--- src/rtl/tanh_preact_acc_quant_4bit_pkg.sv ---
// Shared 4-bit activation-code definitions for the tanh/sigmoid stages.
// Saturation helper clamps a wide signed value into the code range.
package tanh_preact_acc_quant_4bit_pkg;

  localparam int ACT_CODE_W   = 4;
  localparam int ACT_CODE_MIN = -8;
  localparam int ACT_CODE_MAX = 7;

  typedef logic signed [ACT_CODE_W-1:0] act_code_t;

  function automatic act_code_t sat_signed(input logic signed [31:0] v);
    act_code_t r;
    if (v < ACT_CODE_MIN) begin
      r = act_code_t'(ACT_CODE_MIN);
    end else if (v > ACT_CODE_MAX) begin
      r = act_code_t'(ACT_CODE_MAX);
    end else begin
      r = v[ACT_CODE_W-1:0];
    end
    return r;
  endfunction

endpackage

--- src/rtl/tanh_preact_acc_quant_4bit_if.sv ---
// Operand stream in, quantized pre-activation stream out, both valid/ready.
interface tanh_preact_acc_quant_4bit_if
  import tanh_preact_acc_quant_4bit_pkg::*;
#(
  parameter int IN_W = 4
);
  logic                   in_valid;
  logic                   in_ready;
  logic signed [IN_W-1:0] in_x;
  logic signed [IN_W-1:0] in_w;
  logic                   out_valid;
  logic                   out_ready;
  act_code_t              out_code;
  logic                   out_sat;

  modport master (
    output in_valid, in_x, in_w, out_ready,
    input  in_ready, out_valid, out_code, out_sat
  );

  modport slave (
    input  in_valid, in_x, in_w, out_ready,
    output in_ready, out_valid, out_code, out_sat
  );
endinterface

--- src/rtl/tanh_preact_acc_quant_4bit_act_sat_shift.sv ---
// Floor-divide a signed sum by 2**SHIFT, then clamp to the 4-bit code range.
module act_sat_shift
  import tanh_preact_acc_quant_4bit_pkg::*;
#(
  parameter int W     = 12,
  parameter int SHIFT = 2
) (
  input  logic signed [W-1:0] i_sum,
  output act_code_t           o_code,
  output logic                o_sat
);
  logic signed [W-1:0]  w_q;
  logic signed [31:0]   w_q32;

  assign w_q    = i_sum >>> SHIFT;
  assign w_q32  = {{(32-W){w_q[W-1]}}, w_q};
  assign o_code = sat_signed(w_q32);
  assign o_sat  = (w_q32 < ACT_CODE_MIN) || (w_q32 > ACT_CODE_MAX);
endmodule

--- src/rtl/tanh_preact_acc_quant_4bit.sv ---
// Dot-product accumulator feeding the 4-bit tanh stage: LEN signed products per frame,
// shifted and saturated into a registered output code.
module tanh_preact_acc_quant_4bit
  import tanh_preact_acc_quant_4bit_pkg::*;
#(
  parameter int IN_W  = 4,
  parameter int LEN   = 8,
  parameter int ACC_W = 12,
  parameter int SHIFT = 2,
  parameter int OUT_W = 4
) (
  input  logic                         i_clk,
  input  logic                         i_rst_n,
  input  logic                         i_clr,
  tanh_preact_acc_quant_4bit_if.slave  io_bus
);
  localparam int CNT_W = $clog2(LEN);

  logic [CNT_W-1:0]         r_cnt;
  logic signed [ACC_W-1:0]  r_acc;
  logic                     r_valid;
  logic signed [OUT_W-1:0]  r_code;
  logic                     r_sat;

  logic signed [2*IN_W-1:0] w_prod;
  logic signed [ACC_W-1:0]  w_sum;
  logic                     w_last;
  logic                     w_in_ready;
  logic                     w_fire;
  act_code_t                w_code;
  logic                     w_sat;

  assign w_prod = io_bus.in_x * io_bus.in_w;
  assign w_sum  = r_acc + {{(ACC_W-2*IN_W){w_prod[2*IN_W-1]}}, w_prod};
  assign w_last = (r_cnt == CNT_W'(LEN-1));

  // The last beat may only stall while the result register is full and not draining.
  assign w_in_ready = i_rst_n & ~i_clr & ~(w_last & r_valid & ~io_bus.out_ready);
  assign w_fire     = io_bus.in_valid & w_in_ready;

  act_sat_shift #(
    .W     (ACC_W),
    .SHIFT (SHIFT)
  ) u_sat (
    .i_sum  (w_sum),
    .o_code (w_code),
    .o_sat  (w_sat)
  );

  // Frame accumulator and beat counter.
  always_ff @(posedge i_clk or negedge i_rst_n) begin
    if (!i_rst_n) begin
      r_acc <= '0;
      r_cnt <= '0;
    end else if (i_clr) begin
      r_acc <= '0;
      r_cnt <= '0;
    end else if (w_fire) begin
      if (w_last) begin
        r_acc <= '0;
        r_cnt <= '0;
      end else begin
        r_acc <= w_sum;
        r_cnt <= r_cnt + CNT_W'(1);
      end
    end else begin
      r_acc <= r_acc;
      r_cnt <= r_cnt;
    end
  end

  // Output stage register; a new result may load in the same cycle the old one drains.
  always_ff @(posedge i_clk or negedge i_rst_n) begin
    if (!i_rst_n) begin
      r_valid <= 1'b0;
      r_code  <= '0;
      r_sat   <= 1'b0;
    end else if (w_fire && w_last) begin
      r_valid <= 1'b1;
      r_code  <= w_code;
      r_sat   <= w_sat;
    end else if (r_valid && io_bus.out_ready) begin
      r_valid <= 1'b0;
      r_code  <= r_code;
      r_sat   <= r_sat;
    end else begin
      r_valid <= r_valid;
      r_code  <= r_code;
      r_sat   <= r_sat;
    end
  end

  assign io_bus.in_ready  = w_in_ready;
  assign io_bus.out_valid = r_valid;
  assign io_bus.out_code  = r_code;
  assign io_bus.out_sat   = r_sat;
endmodule

--- src/flat_wrapper.sv ---
// flat-port wrapper written by rule: the top's interface ports become plain ports
module tanh_preact_acc_quant_4bit_flat import tanh_preact_acc_quant_4bit_pkg::*;
#(
  parameter int IN_W  = 4,
  parameter int LEN   = 8,
  parameter int ACC_W = 12,
  parameter int SHIFT = 2,
  parameter int OUT_W = 4
)
  (i_clk, i_rst_n, i_clr, io_bus_in_valid, io_bus_in_x, io_bus_in_w, io_bus_out_ready, io_bus_in_ready, io_bus_out_valid, io_bus_out_code, io_bus_out_sat);
  tanh_preact_acc_quant_4bit_if #(.IN_W(IN_W)) io_bus_i ();
  input  logic i_clk;
  input  logic i_rst_n;
  input  logic i_clr;
  input wire logic [$bits(io_bus_i.in_valid)-1:0] io_bus_in_valid;
  input wire logic [$bits(io_bus_i.in_x)-1:0] io_bus_in_x;
  input wire logic [$bits(io_bus_i.in_w)-1:0] io_bus_in_w;
  input wire logic [$bits(io_bus_i.out_ready)-1:0] io_bus_out_ready;
  output wire logic [$bits(io_bus_i.in_ready)-1:0] io_bus_in_ready;
  output wire logic [$bits(io_bus_i.out_valid)-1:0] io_bus_out_valid;
  output wire logic [$bits(io_bus_i.out_code)-1:0] io_bus_out_code;
  output wire logic [$bits(io_bus_i.out_sat)-1:0] io_bus_out_sat;
  assign io_bus_i.in_valid = io_bus_in_valid;
  assign io_bus_i.in_x = io_bus_in_x;
  assign io_bus_i.in_w = io_bus_in_w;
  assign io_bus_i.out_ready = io_bus_out_ready;
  assign io_bus_in_ready = io_bus_i.in_ready;
  assign io_bus_out_valid = io_bus_i.out_valid;
  assign io_bus_out_code = io_bus_i.out_code;
  assign io_bus_out_sat = io_bus_i.out_sat;
  tanh_preact_acc_quant_4bit #(.IN_W(IN_W), .LEN(LEN), .ACC_W(ACC_W), .SHIFT(SHIFT), .OUT_W(OUT_W)) u_core (.i_clk(i_clk), .i_rst_n(i_rst_n), .i_clr(i_clr), .io_bus(io_bus_i));
endmodule
--- config.mk ---
export PLATFORM = sky130hd
export DESIGN_NAME = tanh_preact_acc_quant_4bit_flat
export DESIGN_NICKNAME = d
export VERILOG_FILES = /design/src/rtl/tanh_preact_acc_quant_4bit_pkg.sv /design/src/rtl/tanh_preact_acc_quant_4bit_if.sv /design/src/rtl/tanh_preact_acc_quant_4bit_act_sat_shift.sv /design/src/rtl/tanh_preact_acc_quant_4bit.sv /design/src/flat_wrapper.sv
export SDC_FILE = /design/constraint.sdc
export NUM_CORES = 1
export LEC_CHECK = 0
export BUFFER_PORTS_ARGS = -buffer_cell sky130_fd_sc_hd__buf_2
export CAP_MARGIN = 20
export CORE_MARGIN = 2
export CORE_UTILIZATION = 50
export CTS_CLUSTER_DIAMETER = 40
export DETAILED_ROUTE_END_ITERATION = 10
export PLACE_DENSITY = 0.72
export SLEW_MARGIN = 20
export SYNTH_ARGS = -nofsm -noshare
export SYNTH_HDL_FRONTEND = slang
export SYNTH_HIERARCHICAL = 1
export SYNTH_SLANG_ARGS = --single-unit
export TNS_END_PERCENT = 10
--- constraint.sdc ---
create_clock -name i_clk -period 2.7 [get_ports i_clk]
set_input_delay 0 -clock i_clk [delete_from_list [all_inputs] [get_ports i_clk]]
set_output_delay 0 -clock i_clk [all_outputs]
set_load 0.1 [all_outputs]
### Yosys cells after proc, flatten, opt, wreduce, memory -nomap -nowiden

Cells that the tools add are included.

* add/subtract/negate cells: 2
* $mul: 1
* magnitude comparators: 2
* equal/unequal tests: 1
* multiplexer cells: 10
* bitwise logic cells: 8
* reductions and logical operators: 5

Operator list (count)
* $mux W12: 3
* $add A12 B12 Y12: 1
* $gt A10 B4 Y1 const B: 1
* $lt A10 B4 Y1 const B: 1
* $mux W3: 3
* $mul A4 B4 Y8: 1
* $mux W4: 2
* $and A1 B1 Y1: 5
* $reduce_bool A2 Y1: 2
* $add A3 B1 Y3 const B: 1
* $eq A3 B3 Y1 const B: 1
* $not A1 Y1: 3
* $logic_and A1 B1 Y1: 2
* $mux W1: 2
* $logic_or A1 B1 Y1: 1

* register bits after elaboration: 21
* input bits: 13
* output and inout port bits: 7
* logic and storage cells: 34

### Logic depth before layout (Yosys ltp)

Gate-level depths: netlist of the first run.

* depth after elaboration: 8
* mapped depth: 22

### Cells and area by module

The synthesis of the first run kept the hierarchy.

Modules (own cells, without submodules)
* tanh_preact_acc_quant_4bit: instances 1, cells each 198, area each 2018.2 sq um, sequential area each 525.5 sq um
* act_sat_shift: instances 1, cells each 13, area each 91.3 sq um, sequential area each 0.0 sq um

### Worst setup path before layout of the first run

No wires, ideal clock.

* path kind: in2reg
* start: input port io_bus_in_x[0]
* end: register u_core.r_sat, in the netlist u_core/io_bus.out_sat
* arrival time: 4.873 ns
* data required time: 2.572 ns
* setup slack: -2.302 ns
* stages: 21
* path through: nand2b_1 -> fa_1 -> fa_1 -> fa_1 -> inv_1 -> ha_1 -> fa_1 -> a21o_1 -> a21oi_4 -> xnor2_2 -> ha_1 -> buf_2 -> a21o_1 -> a21o_1 -> a21oi_1 -> o21ai_1 -> xor2_1 -> nor4_2 -> nand2_1 -> o21a_1 -> mux2_1

* cells in the longest elaborated chain, start to end: 4
* elaborated cells between the ends (all ways): 5

Ends and longest elaborated chain
* from (decl): line flat_wrapper.sv:16 `input wire logic [$bits(io_bus_i.in_x)-1:0] io_bus_in_x;`
* $mul A4 B4 Y8 *: line tanh_preact_acc_quant_4bit.sv:33 `assign w_prod = io_bus.in_x * io_bus.in_w;`
* $add A12 B12 Y12 *: line tanh_preact_acc_quant_4bit.sv:34 `assign w_sum = r_acc + {{(ACC_W-2*IN_W){w_prod[2*IN_W-1]}}, w_prod};`
* named net u_core.w_sum[10]: line tanh_preact_acc_quant_4bit.sv:26 `logic signed [ACC_W-1:0] w_sum;`
* $lt A10 B4 Y1 / $gt A10 B4 Y1 (equally long branches): line tanh_preact_acc_quant_4bit_act_sat_shift.sv:18 `assign o_sat = (w_q32 < ACT_CODE_MIN) || (w_q32 > ACT_CODE_MAX);`
* $logic_or A1 B1 Y1 *: line tanh_preact_acc_quant_4bit_act_sat_shift.sv:18
* named net u_core.w_sat: line tanh_preact_acc_quant_4bit.sv:31 `logic w_sat;`
* to (signal assigned): line tanh_preact_acc_quant_4bit.sv:81 `r_sat <= w_sat;`
* to (signal assigned): line tanh_preact_acc_quant_4bit.sv:85 `r_sat <= r_sat;`
* to (signal assigned): line tanh_preact_acc_quant_4bit.sv:89 `r_sat <= r_sat;`
* to (decl): line tanh_preact_acc_quant_4bit.sv:23 `logic r_sat;`

Mark *: on every way through the listed nets, which the timed path passes. The rest lies on a longest branch.
A chain may end at the register's enable or synchronous reset.

### Worst setup path in the final report of the first run

Same ends and word-level chain as after synthesis.

==> metrics.txt, run 1 <==
status complete, but fails checks; failing checks negative setup slack; HP Class input port to flop; critical path type input port to flop; commonest non-fill, non-tap cell in the layout buf_4; R2R Path Start u_core/r_acc[0]$_DFFE_PN0P_; H-tree levels 1; Num CTS Buffers 3; Total GRT Usage 0.238; initial antenna violation count 0; IO buf count 19; Min Clock Period, post-route 4.62 ns; Worst EP arrival 4.78 ns; Congestion Overflow GR 0; Cells after Synth 210; CP Launch Point io_bus_in_x[0]; power share of the clock group 0.078; Post-DP Area 2700 sq um; Slew @ Worst Pin 0.786 ns; io pins 20; gp weighted congestion 0.874; DP HPWL 3880 um; first-pass GRT wire length 8430 um; worst skew pair latency 0.28 ns; final wirelength 5470 um; Initial Util 0.523; vias in the first global route 1,825; post-route ant nets 0; CTS tree built; DRC errors left 0; PwrDens 935 nW/um^2; clock buffer depth 2; Switching Power 1190 uW; CP Cell Sequence buf_6 -> nand2b_4 -> fa_1 -> fa_1 -> fa_1 -> inv_2 -> ha_4 -> fa_2 -> a21o_1 -> a21oi_4 -> xnor2_4 -> ha_4 -> a21o_1 -> a21o_1 -> a21oi_2 -> o21ai_1 -> xor2_1 -> and4_1 -> nand4_1 -> o21a_1 -> mux2_4; layout cells sized above 1 0.437; Final Hold Viols 0; RSZ-0062 raised after global routing yes; die height 68.9 um; commonest cells after routing, fill and taps aside 55 x buf_4, 21 x dfrtp_1, 18 x ha_1; die width 68.9 um; area of the die 4750 sq um; Max Clk Rate 217 MHz; Rel. slew slack 0.474; routed len/inst 16.3 um; Tcrit/Tclk final 1.71; P_int 1610 uW; total number of vias 1,900; row cnt 23; clk root buf clkbuf_8; Comb pwr share 0.780; Mean Syn Cell Area 10.0 sq um; total power 2800 uW; n_diodes 0; mapped cell area 2110 sq um; worst hold path startpoint io_bus_in_valid; slowest stage delay, CP 0.53 ns; Sink Count 21; Max Cap Viol 0; Reg2Reg Setup Slack -0.37 ns; Critical Path Sink Type flop; Net Sw Frac 0.425; Layout Nets 336; CP Max Fanout 6; critical path's slowest cell fa_1; CP Data Required Time 2.87 ns; cell leakage power 0.00149 uW; Worst Skew 0.0104 ns; syn nets 259; placeable core area 4030 sq um; final setup margin -1.92 ns; post-route cell area 3000 sq um; Avg Vias per Cell 5.65; DRT iter0 DRCs 48; First-pass DRT Iterations 4; final-report setup violation count 13; Area Overhead vs Synth 42.3%; Flop pwr share 0.143; largest net degree at the start of global routing 23; clk slew on worst S/H paths 0.08 ns; Hold Slack 0.0930 ns; Startpoint Class input port; Setup WS pre-CTS -2.17 ns; fin. max-slew vios 0; synth warn 6; Max IR drop VDD 0.661 mV
-- repair_timing --
action / 4_1_cts / 5_1_grt
gates resized for setup: 21 / 13
hold endpoints to repair: 23 / 0
pin swaps: 13 / 3
hold buffers: 3 / 0
endpoints found under the setup margin: 14 / 14
setup buffers: 0 / 0
-- critical path: cells and delay by family --
family / cells / cell delay [ns]
AO/OA/AOI/OAI: 7 / 1.11
buffers and inverters: 2 / 0.14
multiplexers: 1 / 0.25
XOR/XNOR: 2 / 0.47
AND/OR/NAND/NOR: 3 / 0.54
adder cells (fa/ha/maj): 6 / 2.26
-- state kept, by name, indices dropped and copies added, names as in the netlist --
signal	count
u_core/io_bus.out_code	4
u_core/r_cnt	3
u_core/io_bus.out_valid	1
u_core/r_acc	12
u_core/io_bus.out_sat	1
-- through the flow --
stage	util	setup TNS, ns	cells
3_3_place_gp	0.669	-19.93	329
6_report	0.744	-16.51	336
5_1_grt	0.744	-18.12	336
4_1_cts	0.723	-15.99	336
2_1_floorplan	-	-16.20	210
3_5_place_dp	0.669	-21.12	329
-- path summary, 6_finish.rpt --
kind	end	depth (start not counted)
worst max-delay path	u_core/io_bus.out_sat$_DFFE_PN0P_	21
worst min-delay path	u_core/r_cnt[1]$_DFFE_PN0P_	3
worst max register to register	u_core/io_bus.out_sat$_DFFE_PN0P_	13
worst min register to register	u_core/r_acc[6]$_DFFE_PN0P_	2
max in group asynchronous	u_core/r_acc[5]$_DFFE_PN0P_	3
min in group asynchronous	u_core/r_cnt[2]$_DFFE_PN0P_	3
-- final cells by class --
class / count / area, sq um
sequential: 21 / 526
tap: 50 / 62.6
fill: 269 / 1030
multi-input combinational: 169 / 1750
clock buffer: 3 / 41.3
clock inverter: 1 / 5.00
inverter: 14 / 52.6
timing repair buffer: 78 / 562
-- layer usage --
metal | share of wire | track usage
met1 | 0.45 | 0.335
met2 | 0.49 | 0.385
met3 | 0.030 | 0.0292
met4 | 0.023 | 0.0711
met5 | 0 | 0
-- power groups by stage --
stage          logic, uW  registers, uW  clock network [uW]
4_1_cts             1980            398                 216
6_report            2180            400                 218
3_5_place_dp        1810            398                   0
5_1_grt             2350            406                 235
3_3_place_gp        1780            397                   0
2_1_floorplan       1050            386                   0
Note: power is estimated with default switching activity, not from simulation.
==> run 2: changes to the inputs <==
--- a/config.mk
+++ b/config.mk
@@ -10,7 +10,9 @@
 export CORE_MARGIN = 2
 export CORE_UTILIZATION = 50
 export CTS_CLUSTER_DIAMETER = 40
+export CTS_CLUSTER_SIZE = 40
 export DETAILED_ROUTE_END_ITERATION = 10
+export HOLD_SLACK_MARGIN = 0.03
 export PLACE_DENSITY = 0.72
 export SLEW_MARGIN = 20
 export SYNTH_ARGS = -nofsm -noshare
==> constraint.sdc (replaced) <==
create_clock -name i_clk -period 2.7 [get_ports i_clk]
set_input_delay 0.54 -clock i_clk [delete_from_list [all_inputs] [get_ports i_clk]]
set_output_delay 0.54 -clock i_clk [all_outputs]
set_load 0.1 [all_outputs]
==> run 2 against run 1 <==
The run still ends with negative setup slack left. Critical path depth is the same. Global-route usage down 1.5 points. Clock skew fell by 0.0063 ns. Cell count unchanged. Flip-flop and latch count did not move. Sequential power about the same. First-iteration DRC count is 29% higher. Critical path type unchanged. Clock power fell by 3%. Cell area fell by 2.4%. Maximum frequency shrank 9.5%. Routed wire length shrank 7.8%. Power is 3.5% lower. Largest cell class unchanged.
==> metrics.txt, run 2 (synthesized netlist as in run 1, its figures left out) <==
Layout Nets 336; DRT iter0 DRCs 62; delay-heaviest family, CP adder cells; Setup WS pre-CTS -2.74 ns; Most flops, register u_core/r_acc; RSZ-0062 raised after global routing yes; DRC errors left 0; placeable core area 4030 sq um; crit path buf inv count 2; clk slew on worst S/H paths 0.08 ns; PwrDens 925 nW/um^2; commonest non-fill, non-tap cell in the layout buf_4; clock buffer depth 2; Min Clock Period, post-route 5.10 ns; First-pass DRT Iterations 4; Area Overhead vs Synth 38.9%; routed len/inst 15.0 um; gp weighted congestion 0.896; worst skew pair latency 0.26 ns; CP Max Fanout 6; fin. max-slew vios 0; Final Hold Viols 0; post-route cell area 2920 sq um; area of the die 4750 sq um; placed insts 331; non-filler instance count after layout 336; max reg flops 12; critical path's slowest cell fa_1; R2R Path Start u_core/r_acc[0]$_DFFE_PN0P_; Sink Count 21; Total GRT Usage 0.223; layout cells sized above 1 0.416; fillers 293; Congestion Overflow GR 0; IO buf count 19; post-route ant nets 0; Initial Util 0.523; status complete, but fails checks; die height 68.9 um; row cnt 23; Max IR drop VDD 0.658 mV; first-pass GRT wire length 7900 um; Max Clk Rate 196 MHz; CTS tree built; final setup margin -2.40 ns; die width 68.9 um; n_diodes 0; setup_tns -23.98 ns; failing checks negative setup slack; CP Cell Sequence buf_6 -> nand2b_4 -> fa_1 -> fa_1 -> fa_1 -> inv_1 -> ha_4 -> fa_2 -> a21o_1 -> a21oi_4 -> xnor2_4 -> ha_4 -> a21o_1 -> a21o_1 -> a21oi_2 -> o21ai_1 -> xor2_1 -> and4_1 -> nand4_1 -> o21a_1 -> mux2_4; commonest cells after routing, fill and taps aside 59 x buf_4, 21 x dfrtp_1, 20 x ha_1; Critical Path Sink Type flop; final-report setup violation count 14; total number of vias 1,864; H-tree levels 1; Slew @ Worst Pin 0.787 ns; Tcrit/Tclk final 1.89; register area 526 sq um; CP Data Required Time 2.86 ns; vias in the first global route 1,831; final wirelength 5040 um; Worst EP arrival 5.26 ns; Multi-input gate area 1680 sq um; clk root buf clkbuf_8; Finished Core Util 0.726; HP Class input port to async pin; Reg2Reg Setup Slack -0.37 ns; Reg2Reg Capture Point u_core/io_bus.out_sat$_DFFE_PN0P_; Worst Skew 0.00410 ns; Rel. slew slack 0.474; critical path type input port to flop; Avg Vias per Cell 5.55; initial antenna violation count 0; Startpoint Class input port; Num CTS Buffers 3; largest net degree at the start of global routing 23; io pins 20; Post-DP Area 2730 sq um; cell leakage power 0.00149 uW; DP HPWL 3920 um; Reg2Reg Depth 13; Max Cap Viol 0; slowest stage delay, CP 0.50 ns
==> run 2: changes by cell type in the layout (fill, tap and decap cells not counted), sizes merged <==
cell	delta
buf	+3
dlygate4sd3	-3
==> run 2: repair_timing <==
| item | 4_1_cts | 5_1_grt |
|---|---|---|
| setup endpoints to repair | 14 | 15 |
| hold buffers | 0 | 0 |
| gates cloned | 0 | 0 |
| pin swaps | 6 | 3 |
| setup buffers | 1 | 0 |
| resized for setup | 14 | 7 |
==> run 2: worst max-delay path by stage <==
stage	start	end	slack (ns)	depth (start not counted)
3_3_place_gp	io_bus_in_x[0]	u_core/io_bus.out_sat$_DFFE_PN0P_	-2.58	21
3_5_place_dp	io_bus_in_x[0]	u_core/io_bus.out_sat$_DFFE_PN0P_	-2.74	21
4_1_cts	io_bus_in_x[0]	u_core/io_bus.out_sat$_DFFE_PN0P_	-2.36	21
6_report	io_bus_in_x[0]	u_core/io_bus.out_sat$_DFFE_PN0P_	-2.40	21
2_1_floorplan	io_bus_in_x[0]	u_core/io_bus.out_sat$_DFFE_PN0P_	-2.49	21
5_1_grt	io_bus_in_w[1]	u_core/io_bus.out_code[0]$_DFFE_PN0P_	-2.52	22
==> run 2: stage by stage <==
stage | power (uW) | hold WS (ns)
floorplan | 1440 | 0.244
global placement | 2210 | 0.472
detailed placement | 2250 | 0.479
CTS | 2630 | 0.252
global route | 2880 | 0.272
finish | 2700 | 0.252
==> run 2: layout make-up <==
cell class                 count  area share
clock inverter                 1     0.00171
inverter                      14      0.0180
timing repair buffer          78       0.191
tap                           50      0.0214
multi-input combinational    169       0.574
clock buffer                   3      0.0141
sequential                    21       0.180
==> run 2: report_power, final <==
| part | total [uW] | leakage (uW) | switching [uW] | internal [uW] |
|---|---|---|---|---|
| sequential | 398 | 0.000288 | 42.0 | 356 |
| clock | 212 | 0.0000255 | 109 | 103 |
| combinational | 2100 | 0.00118 | 967 | 1130 |
| total | 2700 | 0.00149 | 1120 | 1590 |
==> run 2: metal layers <==
metal	GRT usage	share of wire	up-vias
li1	-	-	926
met2	0.369	0.48	40
met4	0.0882	0.020	0
met3	0.0292	0.027	11
met1	0.296	0.47	887
met5	0	0	-
==> run 3: changes to the inputs <==
--- a/config.mk
+++ b/config.mk
@@ -7,13 +7,15 @@
 export LEC_CHECK = 0
 export BUFFER_PORTS_ARGS = -buffer_cell sky130_fd_sc_hd__buf_2
 export CAP_MARGIN = 20
+export CELL_PAD_IN_SITES_DETAIL_PLACEMENT = 0
+export CELL_PAD_IN_SITES_GLOBAL_PLACEMENT = 2
 export CORE_MARGIN = 2
-export CORE_UTILIZATION = 50
+export CORE_UTILIZATION = 35
 export CTS_CLUSTER_DIAMETER = 40
 export CTS_CLUSTER_SIZE = 40
 export DETAILED_ROUTE_END_ITERATION = 10
 export HOLD_SLACK_MARGIN = 0.03
-export PLACE_DENSITY = 0.72
+export PLACE_DENSITY_LB_ADDON = 0.1
 export SLEW_MARGIN = 20
 export SYNTH_ARGS = -nofsm -noshare
 export SYNTH_HDL_FRONTEND = slang
==> run 3 against run 2 <==
The run still ends with negative setup slack left. First-iteration DRC count rose by 31%. Cell area increased by 1.7%. Critical endpoint unchanged. Clock-buffer cell count unchanged. Flip-flop and latch count is the same. Maximum frequency increased by 1.5%. Largest cell class unchanged. Routed wire length rose by 8.7%.
==> metrics.txt, run 3 (synthesized netlist as in run 1, its figures left out) <==
status complete, but fails checks; failing checks negative setup slack; total number of vias 1,852; fin. max-slew vios 0; Tcrit/Tclk final 1.86; initial antenna violation count 0; WP depth 21; Slew @ Worst Pin 0.769 ns; Hold Slack 0.285 ns; DP HPWL 4370 um; Min Clock Period, post-route 5.03 ns; First-pass DRT Iterations 6; io pins 20; clock buffer depth 2; layout cells sized above 1 0.423; delay-heaviest family, CP adder cells; CP Cell Sequence buf_6 -> nand2b_4 -> fa_1 -> fa_1 -> fa_1 -> inv_2 -> ha_4 -> fa_2 -> a21o_1 -> a21oi_4 -> xnor2_4 -> ha_1 -> nand4_1 -> a21oi_2 -> o21ai_4 -> nor3b_1 -> or2_1 -> xnor2_2 -> buf_4 -> o21a_1 -> mux2_4; critical path's slowest cell fa_1; Final Hold Viols 0; Layout Nets 334; Most flops, register u_core/r_acc; worst skew pair latency 0.26 ns; DRC errors left 0; RSZ-0062 raised after global routing yes; first-pass GRT wire length 9000 um; post-route cell area 2970 sq um; final setup margin -2.33 ns; final-report setup violation count 14; Reg2Reg Capture Point u_core/io_bus.out_sat$_DFFE_PN0P_; total power 2650 uW; HP Class input port to async pin; cell leakage power 0.00148 uW; slowest stage delay, CP 0.51 ns; routed len/inst 15.2 um; CTS tree built; most numerous cell on the critical path fa_1; H-tree levels 1; commonest cells after routing, fill and taps aside 57 x buf_4, 21 x dfrtp_1, 19 x ha_1; n_diodes 0; CP Launch Point io_bus_in_x[0]; Max IR drop VDD 0.484 mV; Max Cap Viol 0; area of the die 6650 sq um; IO buf count 19; gp weighted congestion 0.843; CP Data Required Time 2.85 ns; Congestion Overflow GR 0; crit path buf inv count 3; Area Overhead vs Synth 41.2%; max reg flops 12; Critical Path Sink Type flop; commonest non-fill, non-tap cell in the layout buf_4; clk slew on worst S/H paths 0.08 ns; placeable core area 5850 sq um; Sink Count 21; Post-DP Area 2740 sq um; Num CTS Buffers 3; final wirelength 5470 um; clk root buf clkbuf_8; Avg Vias per Cell 5.16; Setup crit end u_core/io_bus.out_sat$_DFFE_PN0P_; Rel. slew slack 0.486; largest net degree at the start of global routing 23; Reg2Reg Setup Slack -0.29 ns; Initial Util 0.360; vias in the first global route 1,940; Worst Skew 0.00197 ns; CP Max Fanout 6; Startpoint Class input port; die height 81.6 um; die width 81.6 um; DRT iter0 DRCs 81; post-route ant nets 0; row cnt 28; Reg2Reg Depth 14; critical path type input port to flop; PwrDens 892 nW/um^2; Max Clk Rate 199 MHz; Total GRT Usage 0.175; Worst EP arrival 5.18 ns; R2R Path Start u_core/r_acc[0]$_DFFE_PN0P_
==> run 3: cell count changes in the layout (fill, tap and decap cells not counted), moves of 2 or more <==
cell	before	now
buf_2	17	15
buf_4	59	57
buf_6	1	3
xnor2_2	5	3
==> run 3: per-stage QoR <==
stage / setup TNS (ns) / setup slack, ns / instances / utilization
after floorplan: -23.61 / -2.49 / 210 / -
final: -23.20 / -2.33 / 359 / 0.508
after detailed placement: -28.93 / -2.75 / 354 / 0.469
after global routing: -25.05 / -2.48 / 359 / 0.508
after CTS: -23.75 / -2.36 / 359 / 0.499
after global placement: -27.98 / -2.64 / 354 / 0.469
==> run 3: layer usage <==
layer	vias to the layer above	GRT usage	share of wire
li1	920	-	-
met1	906	0.222	0.45
met2	22	0.323	0.52
met3	4	0.0220	0.025
met4	0	0.0271	0.0062
met5	-	0	0
==> run 3: final cells by class <==
cell class                 instances  area (sq um)
fill                             537          2880
timing repair buffer              76           557
clock inverter                     1          5.00
tap                               75          93.8
sequential                        21           526
multi-input combinational        169          1700
inverter                          14          52.6
clock buffer                       3          41.3
==> run 3: worst min path at each step <==
stage,start,end,slack (ns),cells past startpoint
CTS,i_rst_n,u_core/r_acc[4]$_DFFE_PN0P_,0.30,2
global placement,u_core/r_acc[6]$_DFFE_PN0P_,u_core/r_acc[6]$_DFFE_PN0P_,0.47,2
finish,i_rst_n,u_core/io_bus.out_code[2]$_DFFE_PN0P_,0.28,2
detailed placement,u_core/io_bus.out_code[2]$_DFFE_PN0P_,u_core/io_bus.out_code[2]$_DFFE_PN0P_,0.48,1
floorplan,i_rst_n,u_core/io_bus.out_code[0]$_DFFE_PN0P_,0.24,0
global route,i_rst_n,u_core/r_acc[1]$_DFFE_PN0P_,0.31,2
==> run 3: what timing repair did <==
item	4_1_cts	5_1_grt
setup endpoints to repair	14	14
gates resized for setup	18	9
pin swaps	5	2
hold buffers	0	0
gates cloned	0	0
setup buffers	1	0
==> run 3: where the power goes <==
| part | leakage (uW) | internal (uW) | switching (uW) | total (uW) |
|---|---|---|---|---|
| logic | 0.00116 | 1080 | 953 | 2030 |
| clock network | 0.0000255 | 103 | 109 | 212 |
| registers | 0.000288 | 356 | 49.6 | 406 |
